**config.mk**
```make
export PLATFORM = sky130hd
export DESIGN_NAME = sensor_frame_packer
export DESIGN_NICKNAME = d
export VERILOG_FILES = /design/src/rtl/sfp_pkg.sv /design/src/rtl/sfp_decimator.sv /design/src/rtl/sensor_frame_packer.sv
export SDC_FILE = /design/constraint.sdc
export NUM_CORES = 1
export LEC_CHECK = 0
export CAP_MARGIN = 20
export CELL_PAD_IN_SITES_DETAIL_PLACEMENT = 1
export CELL_PAD_IN_SITES_GLOBAL_PLACEMENT = 1
export CORE_MARGIN = 4
export CORE_UTILIZATION = 46
export CTS_CLUSTER_DIAMETER = 40
export CTS_CLUSTER_SIZE = 20
export DETAILED_ROUTE_END_ITERATION = 16
export PLACE_DENSITY = 0.95
export SYNTH_ARGS = -nofsm -noshare
export SYNTH_HDL_FRONTEND = slang
export SYNTH_SLANG_ARGS = --single-unit
```
**constraint.sdc**
```tcl
create_clock -name clk -period 5.6 [get_ports clk]
set_input_delay 1.12 -clock clk [delete_from_list [all_inputs] [get_ports clk]]
set_output_delay 1.12 -clock clk [all_outputs]
set_load 0.01 [all_outputs]
```
**src/rtl/sfp_pkg.sv**
```systemverilog
// Shared constants, FSM encoding and the frame checksum helper for the sensor frame packer.
package sfp_pkg;

  localparam int unsigned FRAME_LEN = 10;
  localparam int unsigned IDX_SEQ   = 2;
  localparam int unsigned IDX_CSUM  = 9;

  localparam logic [7:0] DEF_HDR0 = 8'hAA;
  localparam logic [7:0] DEF_HDR1 = 8'h55;

  typedef enum logic {
    IDLE,
    SEND
  } state_t;

  // Modulo-256 sum of frame bytes seq .. z[7:0].
  function automatic logic [7:0] frame_csum(input logic [7:0]  s,
                                            input logic [15:0] x,
                                            input logic [15:0] y,
                                            input logic [15:0] z);
    return s + x[15:8] + x[7:0] + y[15:8] + y[7:0] + z[15:8] + z[7:0];
  endfunction

endpackage

```
**src/rtl/sfp_decimator.sv**
```systemverilog
// Counts qualifying samples modulo DECIM and flags the one that should start a frame.
module sfp_decimator #(
  parameter int unsigned DECIM = 1
) (
  input  logic clk,
  input  logic rst_n,
  input  logic enable,
  input  logic sample_valid,
  output logic trigger
);

  logic [7:0] cnt_q;
  logic       qualify;
  logic       at_last;

  assign qualify = enable && sample_valid;
  assign at_last = (cnt_q == 8'(DECIM - 1));
  assign trigger = qualify && at_last;

  always_ff @(posedge clk or negedge rst_n) begin
    if (!rst_n) begin
      cnt_q <= '0;
    end else if (qualify) begin
      cnt_q <= at_last ? '0 : cnt_q + 8'd1;
    end
  end

endmodule

```
**src/rtl/sensor_frame_packer.sv**
```systemverilog
// Snapshots x/y/z on a decimated trigger and streams a 10-byte framed packet
// (header, seq, axes, checksum) over a byte-wide valid/ready interface.
module sensor_frame_packer
  import sfp_pkg::*;
#(
  parameter logic [7:0]  HDR0  = DEF_HDR0,
  parameter logic [7:0]  HDR1  = DEF_HDR1,
  parameter int unsigned DECIM = 1
) (
  input  logic        clk,
  input  logic        rst_n,
  input  logic        enable,
  input  logic        sample_valid,
  input  logic [15:0] x_axis,
  input  logic [15:0] y_axis,
  input  logic [15:0] z_axis,
  output logic [7:0]  tx_data,
  output logic        tx_valid,
  input  logic        tx_ready,
  output logic        busy,
  output logic [7:0]  seq,
  output logic [7:0]  drop_cnt
);

  state_t      state_q, state_d;
  logic [3:0]  idx_q, idx_d;
  logic [15:0] x_q, y_q, z_q;
  logic [7:0]  snap_seq_q, csum_q, seq_q, drop_q;
  logic [7:0]  seq_next;
  logic        trigger, xfer, last, capture, drop_inc;

  sfp_decimator #(.DECIM(DECIM)) u_decim (
    .clk          (clk),
    .rst_n        (rst_n),
    .enable       (enable),
    .sample_valid (sample_valid),
    .trigger      (trigger)
  );

  assign xfer     = (state_q == SEND) && tx_ready;
  assign last     = xfer && (idx_q == 4'(IDX_CSUM));
  // A back-to-back frame must carry the already-incremented sequence number.
  assign seq_next = last ? seq_q + 8'd1 : seq_q;

  always_comb begin
    state_d  = state_q;
    idx_d    = idx_q;
    capture  = 1'b0;
    drop_inc = 1'b0;
    case (state_q)
      IDLE: begin
        if (trigger) begin
          capture = 1'b1;
          state_d = SEND;
          idx_d   = '0;
        end
      end
      SEND: begin
        if (xfer) begin
          if (last) begin
            idx_d = '0;
            if (trigger) capture = 1'b1;
            else         state_d = IDLE;
          end else begin
            idx_d = idx_q + 4'd1;
          end
        end
        if (trigger && !last) drop_inc = 1'b1;
      end
      default: state_d = IDLE;
    endcase
  end

  always_comb begin
    tx_data = '0;
    if (state_q == SEND) begin
      case (idx_q)
        4'd0:            tx_data = HDR0;
        4'd1:            tx_data = HDR1;
        4'(IDX_SEQ):     tx_data = snap_seq_q;
        4'd3:            tx_data = x_q[15:8];
        4'd4:            tx_data = x_q[7:0];
        4'd5:            tx_data = y_q[15:8];
        4'd6:            tx_data = y_q[7:0];
        4'd7:            tx_data = z_q[15:8];
        4'd8:            tx_data = z_q[7:0];
        4'(IDX_CSUM):    tx_data = csum_q;
        default:         tx_data = '0;
      endcase
    end
  end

  assign tx_valid = (state_q == SEND);
  assign busy     = (state_q == SEND);
  assign seq      = seq_q;
  assign drop_cnt = drop_q;

  always_ff @(posedge clk or negedge rst_n) begin
    if (!rst_n) begin
      state_q    <= IDLE;
      idx_q      <= '0;
      seq_q      <= '0;
      drop_q     <= '0;
      x_q        <= '0;
      y_q        <= '0;
      z_q        <= '0;
      snap_seq_q <= '0;
      csum_q     <= '0;
    end else begin
      state_q <= state_d;
      idx_q   <= idx_d;
      seq_q   <= seq_next;
      if (drop_inc && drop_q != '1) drop_q <= drop_q + 8'd1;
      if (capture) begin
        x_q        <= x_axis;
        y_q        <= y_axis;
        z_q        <= z_axis;
        snap_seq_q <= seq_next;
        csum_q     <= frame_csum(seq_next, x_axis, y_axis, z_axis);
      end
    end
  end

endmodule

```
==> results of run 1 <==
[final timing paths]
check                              endpoint  slack, ps  cells past startpoint
max                               csum_q[6]        440                     16
min                        u_decim.cnt_q[7]        480                      1
max reg2reg                       csum_q[7]       1130                     14
min reg2reg                u_decim.cnt_q[7]        480                      1
max in group asynchronous           y_q[14]       3740                      2
min in group asynchronous            seq[1]        720                      1
[cells by family after synthesis]
| group | after synthesis | synth area share, % |
|---|---|---|
| buf+inv | 101 | 7.32 |
| flops | 93 | 42.1 |
| xor+xnor | 34 | 5.64 |
| simple gates | 197 | 15.7 |
| fa+ha+maj | 49 | 15.5 |
| mux | 4 | 0.793 |
| compound gates | 111 | 13.0 |
[routing by layer]
layer | GRT usage [%] | vias to the layer above | part of all wire, %
li1 | - | 2056 | -
met1 | 32.4 | 2391 | 38
met2 | 47.1 | 239 | 51
met3 | 4.95 | 79 | 6.1
met4 | 15.3 | 0 | 5.4
met5 | 0 | - | 0
[stage by stage]
stage	power [W]	hold WS, ps	cells	utilization, %	cell area (sq um)
6_report	0.00359	478	807	58.2	6730
5_1_grt	0.00379	487	807	58.2	6730
4_1_cts	0.00356	484	806	58.1	6710
3_5_place_dp	0.00279	468	790	55.4	6400
3_3_place_gp	0.00264	459	790	55.4	6400
2_1_floorplan	0.00212	445	589	-	5520
[sequential cells by signal, indices dropped and copies added (netlist names)]
| signal | flops |
|---|---|
| csum_q | 8 |
| drop_cnt | 8 |
| idx_q | 4 |
| snap_seq_q | 8 |
| busy | 1 |
| z_q | 16 |
| seq | 8 |
| x_q | 16 |
| y_q | 16 |
| u_decim.cnt_q | 8 |
[cells in the final DEF, fill, tap and decap left out, types with 3 or more instances in the layout]
cell type and count:
and3_1 4, a22oi_1 14, clkdlybuf4s50_1 77, clkbuf_16 9
inv_1 75, a21oi_1 16, clkbuf_8 3, nand2_2 4
o21ai_0 43, nand3_1 8, ha_1 17, buf_4 7
mux2_2 3, xnor2_1 23, fa_1 32, xor2_1 10
a31oi_1 4, nand4_1 8, dfrtp_1 93, nand2_1 137
a211oi_1 6, nor2_1 18, nor2b_1 3, o22ai_1 4
[area by class of cell]
class,instances,area (sq um),share of cell area (%)
clock inverters,3,42.5,0.632
well taps,143,179,2.66
clock buffers,13,270,4.01
repair buffers,85,843,12.5
flip-flops and latches,93,2330,34.6
inverters,75,282,4.18
multi-input cells,395,2790,41.4
[power groups by stage]
| stage | clock, W | sequential [W] | combinational, W |
|---|---|---|---|
| finish | 0.000653 | 0.00117 | 0.00177 |
| global route | 0.000689 | 0.00119 | 0.00191 |
| CTS | 0.000650 | 0.00116 | 0.00175 |
| detailed placement | 0 | 0.00115 | 0.00164 |
| global placement | 0 | 0.00112 | 0.00152 |
| floorplan | 0 | 0.00107 | 0.00105 |
==> flow_summary.toml, run 1 <==
[status]
status = "finished, final reports clean"

[timing]
finalSetupViolations = 0
hold_viol_final = 0
relSlewSlack_pct = 35.8
setup_tns_ps = 0
fmax_ghz = 0.194
maxSlewViolCount = 0
tightest_slew_ps = 963
fin_crit_ps = 5160
period_share_pct = 92.2
grt_setup_unrepaired = "no"
postLayoutSetupSlackWorst_ps = 438
clock-skew-final_ps = 10.1

[place]
globalplace.congestion = 0.889
dpl.hpwl_mm = 12.1
port_buffers = 78
preCtsSetupSlack_ps = 156

[cts]
cts_tree = "yes"
htreeDepth = 3
cts_made_buffers = 9
cts_resized = 0
cts_root_buf = "clkbuf_16"
clock-sinks = 93
postCtsSetupRepairBufs = 0
postCtsHoldBufs = 0
clkTransAtPathRegs_ps = 60
clock_path_buffers = 2
insertion_delay_ps = 350

[critical_path]
critical_path_peak_fanout = 2
worstPathRequired_ps = 5820
rr_startpoint = "idx_q[1]"
critical_path.slowest_cell = "fa_1"
cp-start-kind = "primary input"
worstPathArrival_ps = 5380
slowest_delay_ps = 550
critPathKind = "in -> reg"
crit_family = "adder cells"
crit_start = "x_axis[2]"
crit_buf_inv = 5
endpoint_kind = "register"
cp_cell_sequence = "clkdlybuf4s50_1 > inv_1 > fa_1 > inv_1 > fa_1 > fa_1 > inv_1 > fa_1 > inv_1 > ha_1 > a21o_1 > a21oi_1 > o21bai_1 > a21oi_1 > xor2_1 > o21ai_0"

[synthesis]
synth_area_sq_um = 5520
yosysWarningCount = 0
synth_edf_count = 0
ys_seq_area_share_pct = 42.1
synthTopCellsByArea = "dfrtp_1 (42%), fa_1 (12%), nand2_1 (9.3%), inv_1 (5.1%), o21ai_0 (3.9%)"
synthesis.nets = 691
ys_ff_latch = 93
synth-async-reset-ratio_pct = 100
yosysUniqueCellTypes = 55
syn_avg_cell_area_sq_um = 9.37
synth_area_leader_cell = "dfrtp_1"
ys_dominant_reg_cell = "dfrtp_1"
yosys.area.top_type_share_pct = 42.1
synth.most_common_cell = "nand2_1"
netlist_instances = 589
synthTopCellsByCount = "nand2_1 (137), dfrtp_1 (93), inv_1 (75)"

[drt]
drtAntennaViolNets = 0
drt_iter0_markers = 352
vias_per_cell = 5.90
wl_per_cell_um = 23.0
wl_mm = 18.6
vias = 4765
dr.pass1.iters = 5
drcViolationCount = 0

[power]
powerDensity_nw_per_um2 = 533
intPower_w = 0.00203
power_frac_comb_pct = 49.2
p_switching_w = 0.00156
clock_power_share_pct = 18.2
leakage_nw = 3.25
p_seq_share_pct = 32.6
vdd_ir_drop_max_v = 0.000243
swShare_pct = 43.4

[final_layout]
syn_to_final_growth_pct = 22.0
fill_cells = 1303
drive_above_1_share_pct = 6.17
diodes = 0
nets = 761

[global_routing]
grt_max_degree = 69
overflow = 0
grtUsageTotal_pct = 27.4
grt_pass1_vias = 5495
antenna_found_initial = 0
grt_pass1_wl_mm = 30.0

[floorplanning]
num_rows = 39
core_sq_um = 11600
die-area_sq_um = 13800
fp.dieH_um = 118
io_pins = 79
start_util_pct = 47.7
die_w_um = 118

[flow_run]
drv_cap = 0

[hold_path]
hold_class = "reg -> reg"
worstHoldStart = "u_decim.cnt_q[7]"
Note: power is estimated with default switching activity, not from simulation.
==> inputs of run 2 (changes only) <==
--- a/config.mk
+++ b/config.mk
@@ -9,11 +9,12 @@
 export CELL_PAD_IN_SITES_DETAIL_PLACEMENT = 1
 export CELL_PAD_IN_SITES_GLOBAL_PLACEMENT = 1
 export CORE_MARGIN = 4
-export CORE_UTILIZATION = 46
+export CORE_UTILIZATION = 40
 export CTS_CLUSTER_DIAMETER = 40
 export CTS_CLUSTER_SIZE = 20
 export DETAILED_ROUTE_END_ITERATION = 16
-export PLACE_DENSITY = 0.95
+export PLACE_DENSITY = 0.86
 export SYNTH_ARGS = -nofsm -noshare
 export SYNTH_HDL_FRONTEND = slang
+export SYNTH_HIERARCHICAL = 1
 export SYNTH_SLANG_ARGS = --single-unit
==> flow_summary.toml, run 2 <==
[timing]
postLayoutSetupSlackWorst_ps = 495
fin_crit_ps = 5100
clock-skew-final_ps = 7.56
tightest_slew_ps = 1010
fmax_ghz = 0.196
grt_setup_unrepaired = "no"
hold-worst-slack_ps = 489
finalSetupViolations = 0
maxSlewViolCount = 0
relSlewSlack_pct = 32.8
hold_viol_final = 0
period_share_pct = 91.2
setup_tns_ps = 0

[synthesis]
synth-xor-area-share_pct = 5.49
synth-async-reset-ratio_pct = 100
netlist_instances = 543
synth_compound_area_share_pct = 13.0
synth_fa_ha_area_share_pct = 15.3
synthTopCellsByCount = "dfrtp_1 (93), inv_1 (74), nand2_1 (64)"
yosys.area.top_type_share_pct = 41.7
synth_top_family_by_area = "adder cells"
synth_area_sq_um = 5590
synth_simple_gate_area_share_pct = 10.7
synth.most_common_cell = "dfrtp_1"
yosysWarningCount = 6
syn_avg_cell_area_sq_um = 10.3
synth_edf_count = 0
ys_ff_latch = 93
synthesis.nets = 645
ys_seq_area_share_pct = 41.7
synthTopCellsByArea = "dfrtp_1 (42%), fa_1 (11%), mux2_1 (6.0%), inv_1 (5.0%), nand2_1 (4.3%)"
yosysUniqueCellTypes = 50
synth_area_leader_cell = "dfrtp_1"
ys_dominant_reg_cell = "dfrtp_1"
synthMuxAreaShare_pct = 6.23

[critical_path]
worstPathRequired_ps = 5820
worstPathArrival_ps = 5330
critPathKind = "in -> reg"
cp-start-kind = "primary input"
critical_path.slowest_cell = "fa_1"
cp_cell_sequence = "clkdlybuf4s50_1 > inv_1 > fa_1 > inv_1 > fa_1 > fa_1 > inv_1 > fa_1 > inv_1 > fa_1 > a211oi_1 > o21bai_1 > a21oi_1 > xnor2_1 > xnor2_1 > o21ai_2"
crit_top_cell = "fa_1"
slowest_delay_ps = 540
critical_path_peak_fanout = 3
endpoint_kind = "register"

[cts]
cts_tree = "yes"
htreeDepth = 3
cts_made_buffers = 9
cts_root_buf = "clkbuf_16"
clock_path_buffers = 2
postCtsSetupRepairBufs = 0
clock-sinks = 93
clkTransAtPathRegs_ps = 70
cts_resized = 0
insertion_delay_ps = 350
postCtsHoldBufs = 0

[drt]
drtAntennaViolNets = 0
drcViolationCount = 0
wl_mm = 15.7
drt_iter0_markers = 318
vias = 4279
wl_per_cell_um = 19.8
dr.pass1.iters = 5
vias_per_cell = 5.39

[place]
globalplace.congestion = 0.811
dpl.hpwl_mm = 10.9
port_buffers = 78
preCtsSetupSlack_ps = 120

[floorplanning]
die-area_sq_um = 15900
fp.dieH_um = 126
io_pins = 79
start_util_pct = 41.5
core_sq_um = 13500
num_rows = 42
die_w_um = 126

[final_layout]
nets = 715
most-common-layout-cells = "dfrtp_1 (93), clkdlybuf4s50_1 (77), inv_1 (74)"
reg_top3 = "x_q (16), y_q (16), z_q (16)"
diodes = 0
drive_above_1_share_pct = 5.50
mostFrequentLayoutCell = "dfrtp_1"
fill_cells = 1520
syn_to_final_growth_pct = 23.3

[power]
intPower_w = 0.00210
leakage_nw = 3.23
power_frac_comb_pct = 47.0
swShare_pct = 39.3
vdd_ir_drop_max_v = 0.000171
clock_power_share_pct = 20.5
p_switching_w = 0.00136
p_seq_share_pct = 32.5
powerDensity_nw_per_um2 = 502

[global_routing]
antenna_found_initial = 0
grt_pass1_vias = 4824
grt_pass1_wl_mm = 25.9
grt_max_degree = 100
grtUsageTotal_pct = 20.3
overflow = 0

[status]
status = "finished, final reports clean"

[hold_path]
hold_class = "reg -> reg"

[flow_run]
drv_cap = 0
-- run 2: critical path, delay by kind of cell --
kind / cells / cell delay [ps]
buf+inv: 5 / 690
fa+ha+maj: 5 / 2560
xor+xnor: 2 / 300
compound gates: 4 / 640
-- run 2: area by class of cell --
type,instances,area [sq um],share of cell area (%)
clock buffers,12,246,3.58
clock inverters,4,95.1,1.38
inverters,74,278,4.03
multi-input cells,348,2840,41.2
flip-flops and latches,93,2330,33.8
well taps,176,220,3.20
repair buffers,87,886,12.9
-- run 2: worst paths after layout --
kind                            from          end  slack [ps]  cells past startpoint
max                        x_axis[2]    csum_q[7]         500                     16
min                          y_q[10]      y_q[10]         490                      2
max reg2reg                 idx_q[1]    csum_q[7]        1240                     17
min reg2reg                  y_q[10]      y_q[10]         490                      2
max in group asynchronous      rst_n      x_q[13]        4120                      3
min in group asynchronous      rst_n  drop_cnt[0]         630                      1
-- run 2: power groups by stage --
stage               combinational, W  clock (W)  sequential, W
CTS                          0.00162   0.000721        0.00112
floorplan                    0.00105          0        0.00105
global placement             0.00149          0        0.00110
global route                 0.00181   0.000753        0.00115
detailed placement           0.00158          0        0.00113
finish                       0.00162   0.000709        0.00112
-- run 2: layer usage --
metal,track usage (%),wire [um]
met5,0,0
met3,3.90,667
met2,35.6,8190
met1,25.4,6560
met4,6.37,306
-- run 2: per-stage QoR --
step	power [W]	util, %	instance area [sq um]	cells
floorplan	0.00210	-	5590	543
global placement	0.00260	48.3	6490	776
detailed placement	0.00270	48.3	6490	776
CTS	0.00346	50.8	6830	792
global route	0.00371	51.2	6890	794
finish	0.00346	51.2	6890	794
-- run 2: cells by family after synthesis --
kind of cell / after synthesis
buffers and inverters: 102
muxes: 31
adders and majority gates: 49
xor gates and xnor gates: 35
and+or+nand+nor: 119
AOI/OAI and AO/OA: 114
DFF: 93
==> inputs of run 3 (changes only) <==
--- a/config.mk
+++ b/config.mk
@@ -5,6 +5,7 @@
 export SDC_FILE = /design/constraint.sdc
 export NUM_CORES = 1
 export LEC_CHECK = 0
+export ABC_CLOCK_PERIOD_IN_PS = 5600
 export CAP_MARGIN = 20
 export CELL_PAD_IN_SITES_DETAIL_PLACEMENT = 1
 export CELL_PAD_IN_SITES_GLOBAL_PLACEMENT = 1
==> results of run 3 <==
The final DEF is identical to that of run 2; final timing and power are the same.
